--- config.mk ---
export PLATFORM = sky130hd
export DESIGN_NAME = request_handler
export DESIGN_NICKNAME = d
export VERILOG_FILES = /design/src/rtl/request_handler.sv
export SDC_FILE = /design/constraint.sdc
export NUM_CORES = 1
export LEC_CHECK = 0
export BUFFER_PORTS_ARGS = -buffer_cell sky130_fd_sc_hd__buf_4
export CORE_MARGIN = 5
export CORE_UTILIZATION = 40
export DETAILED_ROUTE_END_ITERATION = 7
export GPL_TIMING_DRIVEN = 0
export HOLD_SLACK_MARGIN = 0.05
export PLACE_DENSITY = 0.57
export SETUP_SLACK_MARGIN = 0.05
export SYNTH_ARGS = -nofsm -noshare
export SYNTH_HDL_FRONTEND = slang
export SYNTH_SLANG_ARGS = --single-unit
--- constraint.sdc ---
create_clock -name clock -period 5.6 [get_ports clock]
set_input_delay 0.28 -clock clock [delete_from_list [all_inputs] [get_ports clock]]
set_output_delay 0.28 -clock clock [all_outputs]
set_load 0.05 [all_outputs]
--- src/rtl/request_handler.sv ---
// Receive-side front end of the client command path: assembles a code/address
// byte pair from the UART, validates it and offers it downstream via valid/ready.
module request_handler #(
  parameter int          TIMEOUT_CYCLES = 50_000_000,
  parameter logic [7:0]  MAX_CODE       = 8'h07,
  parameter logic [7:0]  MAX_ADDRESS    = 8'd31
) (
  input  logic       clock,
  input  logic       reset_n,
  input  logic       rx_valid,
  input  logic [7:0] rx_data,
  input  logic       request_ready,
  output logic       request_valid,
  output logic [7:0] request_code,
  output logic [7:0] request_address,
  output logic       busy,
  output logic       error,
  output logic [1:0] error_type,
  output logic       overrun
);

  localparam int TW = $clog2(TIMEOUT_CYCLES);
  localparam logic [TW-1:0] TIMER_LAST = TW'(TIMEOUT_CYCLES - 1);

  localparam logic [1:0] IDLE      = 2'd0;
  localparam logic [1:0] WAIT_ADDR = 2'd1;
  localparam logic [1:0] HOLD      = 2'd2;

  localparam logic [1:0] ERR_CODE    = 2'b01;
  localparam logic [1:0] ERR_ADDRESS = 2'b10;
  localparam logic [1:0] ERR_TIMEOUT = 2'b11;

  logic [1:0]    state_q, state_d;
  logic [TW-1:0] timer_q, timer_d;
  logic [7:0]    code_q, code_d;
  logic [7:0]    addr_q, addr_d;
  logic          req_valid_q, req_valid_d;
  logic [7:0]    req_code_q, req_code_d;
  logic [7:0]    req_addr_q, req_addr_d;
  logic          error_q, error_d;
  logic [1:0]    error_type_q, error_type_d;
  logic          overrun_q, overrun_d;

  always_comb begin
    state_d      = state_q;
    timer_d      = timer_q;
    code_d       = code_q;
    addr_d       = addr_q;
    req_valid_d  = req_valid_q;
    req_code_d   = req_code_q;
    req_addr_d   = req_addr_q;
    error_d      = 1'b0;
    error_type_d = error_type_q;
    overrun_d    = 1'b0;

    case (state_q)
      IDLE: begin
        // Code is checked only once the address arrives so every frame is two bytes.
        if (rx_valid) begin
          code_d  = rx_data;
          timer_d = '0;
          state_d = WAIT_ADDR;
        end
      end

      WAIT_ADDR: begin
        if (rx_valid) begin
          addr_d  = rx_data;
          timer_d = '0;
          if (code_q > MAX_CODE) begin
            error_d      = 1'b1;
            error_type_d = ERR_CODE;
            state_d      = IDLE;
          end else if (rx_data > MAX_ADDRESS) begin
            error_d      = 1'b1;
            error_type_d = ERR_ADDRESS;
            state_d      = IDLE;
          end else begin
            req_code_d  = code_q;
            req_addr_d  = rx_data;
            req_valid_d = 1'b1;
            state_d     = HOLD;
          end
        end else if (timer_q == TIMER_LAST) begin
          error_d      = 1'b1;
          error_type_d = ERR_TIMEOUT;
          timer_d      = '0;
          state_d      = IDLE;
        end else begin
          timer_d = timer_q + TW'(1);
        end
      end

      HOLD: begin
        // Bytes arriving here are dropped, even on the acceptance cycle.
        if (rx_valid) overrun_d = 1'b1;
        if (request_ready) begin
          req_valid_d = 1'b0;
          state_d     = IDLE;
        end
      end

      default: begin
        state_d     = IDLE;
        timer_d     = '0;
        req_valid_d = 1'b0;
      end
    endcase
  end

  always_ff @(posedge clock or negedge reset_n) begin
    if (!reset_n) begin
      state_q      <= IDLE;
      timer_q      <= '0;
      code_q       <= '0;
      addr_q       <= '0;
      req_valid_q  <= 1'b0;
      req_code_q   <= '0;
      req_addr_q   <= '0;
      error_q      <= 1'b0;
      error_type_q <= '0;
      overrun_q    <= 1'b0;
    end else begin
      state_q      <= state_d;
      timer_q      <= timer_d;
      code_q       <= code_d;
      addr_q       <= addr_d;
      req_valid_q  <= req_valid_d;
      req_code_q   <= req_code_d;
      req_addr_q   <= req_addr_d;
      error_q      <= error_d;
      error_type_q <= error_type_d;
      overrun_q    <= overrun_d;
    end
  end

  assign request_valid   = req_valid_q;
  assign request_code    = req_code_q;
  assign request_address = req_addr_q;
  assign busy            = (state_q != IDLE);
  assign error           = error_q;
  assign error_type      = error_type_q;
  assign overrun         = overrun_q;

endmodule

==> reports/qor.csv <==
stage;metric;value;unit
drt;wire_per_inst;14.3;um
clock_tree;cts_made_buffers;9;
final_layout;area_delta_synth_final;21.7;%
critical_path;cp_slowest_stage_delay;0.56;ns
clock_tree;cts_tree;yes;
yosys;synth_flop_cell;dfrtp_1;
critical_path;endpoint_kind;flop;
yosys;synth-seq-cells;57;
final_layout;fin_util;49.7;%
yosys;syn-num-nets;244;
drt;drc;0;
final_layout;final_cell_mix;57 x dfrtp_1, 34 x nor2_1, 33 x buf_4;
final_layout;design_area;0.00314;mm2
power;power;958;uW
critical_path;cp_slowest_cell;or4_4;
placed_design;hpwlAfterDp;3570;um
floorplan;num_io_pins;34;
global_routing;grt_pass1_vias;1908;
drt;drt-total-wl;5120;um
final_layout;final_common_cell;dfrtp_1;
clock_tree;postCtsHoldBufs;1;
critical_path;required;5.83;ns
drt;via_per_inst;5.15;
placed_design;placed_area;0.00292;mm2
global_routing;grt_overflow;0;
yosys;synth_edf_count;0;
clock_tree;cts-resized-gates;0;
floorplan;row_count;29;
critical_path;critPathLaunchType;flop;
critical_path;worstPathArrival;2.26;ns
sta;fmaxAchievable;492;MHz
sta;slew_headroom;52.1;%
sta;finalClockSkew;0.0103;ns
power;p_leak;0.00146;uW
floorplan;die_w;90.3;um
critical_path;cp_cell_sequence;or4_4 -> nor3_4 -> nand2_2 -> nor2_8 -> buf_8 -> mux2_1;
yosys;synth_top_area_share;55.3;%
drt;ant_nets;0;
yosys;async_flop_share;100;%
global_routing;grt_max_degree;58;
min_path;hold_class;in -> reg;
final_layout;nNetsFinal;289;
clock_tree;cts_sinks;57;
drt;first_pass_iters;4;
sta;hold_slack;0.121;ns
sta;min_period_over_period;36.3;%
placed_design;gp_congestion;0.782;
yosys;yosys.area.top_type;dfrtp_1;
final_layout;drive_above_1_share;26.3;%
global_routing;antenna_found_initial;0;
sta;report.final.setup_viol;0;
yosys;synth_warnings;0;
global_routing;grt_first_pass_wirelength;9220;um
floorplan;die_area;0.00816;mm2
yosys;synthCells;231;
final_layout;diodes;0;
clock_tree;cts_setup_buffers;0;
sta;fin_tns_setup;0;ns
sta;fin_crit;2.03;ns
power;peakVddDrop;0.188;mV
clock_tree;cts_root_buf;clkbuf_8;
sta;finalMaxSlewViolations;0;
yosys;syn_area;0.00258;mm2
clock_tree;clkTransAtPathRegs;0.07;ns
placed_design;io_buffers;33;
yosys;yosysUniqueCellTypes;43;
yosys;avgSynthCellArea;11.2;um2
run_status;run_status;completed;
floorplan;core_area;0.00631;mm2
sta;rsz0062_at_grt;false;
floorplan;start_util;40.9;%
power;pwr_density_cell;305;mW/mm2
sta;worst_pin_slew;0.718;ns
drt;drtIter0Drc;73;
floorplan;die-height;90.3;um
sta;hold_viol;0;
critical_path;path_class;reg -> reg;
critical_path;critical_path.max_fanout;10;
clock_tree;clk_latency;0.34;ns
yosys;synth_area_leaders;dfrtp_1 55%, mux2_2 6.5%, nor2_1 4.9%;
global_routing;grt_use_total;13.9;%
clock_tree;cts_buffer_depth;2;
run;drv_cap;0;
drt;vias;1844;
yosys;yosysSeqAreaShare;55.3;%
clock_tree;cts_htree_levels;3;
-- cells in the mapped netlist (2+ instances only) --
cell type and instances:
and4_1 3, o21ai_0 5, and2_1 2, inv_1 4
nor2b_1 9, xor2_1 13, and3_1 7, nand4_1 6
clkbuf_1 2, nand2_1 15, dfrtp_1 57, nor3_1 4
o22ai_1 2, xnor2_1 9, nand3_1 10, nor4_1 3
nor4b_1 2, mux2_2 15, a32o_1 2, a21oi_1 2
buf_2 3, nor2_1 34, a2bb2oi_1 2
-- kinds of logic (layout without fill, tap and decap cells) --
| group | after synthesis | count (layout) | synth area share [%] |
|---|---|---|---|
| XOR/XNOR | 22 | 22 | 7.47 |
| buffers and inverters | 11 | 61 | 2.18 |
| AND/OR/NAND/NOR | 103 | 103 | 21.5 |
| AO/OA/AOI/OAI | 20 | 20 | 5.67 |
| multiplexers | 17 | 17 | 7.37 |
| adder cells (fa/ha/maj) | 1 | 1 | 0.485 |
| flip-flops | 57 | 57 | 55.3 |
-- sequential cells by signal, indices dropped and copies added, names as in the netlist --
signal	flops
request_address	8
request_code	8
error_type	2
state_q	2
timer_q	26
code_q	8
overrun	1
request_valid	1
error	1
-- routing by layer --
metal,GRT usage [%],vias to the layer above,routed length (um)
li1,-,896,-
met1,19.0,912,2560
met3,4.08,11,170
met4,6.70,0,119
met5,0,-,0
met2,20.2,25,2270
-- where the power goes --
group	switching, uW	internal, uW	total (uW)
clock	172	218	390
combinational	75.4	43.6	119
sequential	13.8	435	449
total	261	697	958
-- worst max-delay path, delay by kind of cell, from the launching register on --
| family | cells | cell delay (ns) |
|---|---|---|
| AND/OR/NAND/NOR | 4 | 1.07 |
| multiplexers | 1 | 0.32 |
| buffers and inverters | 1 | 0.16 |
| flip-flops | 1 | 0.38 |
-- area by class of cell --
cell class                 instances  area [um2]
fill                             606        3170
clock buffer                      10         138
tap                               77        96.3
buffer                             6        37.5
sequential                        57        1430
clock inverter                     6        67.6
inverter                           5        18.8
timing repair buffer              34         258
multi-input combinational        163        1100
-- final timing paths --
path	start	cells past startpoint	slack, ns	to
worst max-delay path	code_q[7]$_DFFE_PN0P_	6	3.57	request_code[2]$_DFFE_PN0P_
worst min-delay path	request_ready	2	0.12	state_q[1]$_DFFE_PN0P_
worst max register to register	code_q[7]$_DFFE_PN0P_	6	3.57	request_code[2]$_DFFE_PN0P_
worst min register to register	code_q[2]$_DFFE_PN0P_	1	0.49	request_code[2]$_DFFE_PN0P_
max in group asynchronous	reset_n	2	4.58	timer_q[21]$_DFFE_PN0P_
min in group asynchronous	reset_n	2	0.54	code_q[1]$_DFFE_PN0P_
-- stage by stage --
| stage | std cells | setup slack [ns] |
|---|---|---|
| floorplan | 231 | 3.69 |
| global placement | 341 | 3.57 |
| detailed placement | 341 | 3.56 |
| CTS | 358 | 3.55 |
| global route | 358 | 3.39 |
| finish | 358 | 3.57 |
No activity file was read; power rests on OpenSTA's default activity.
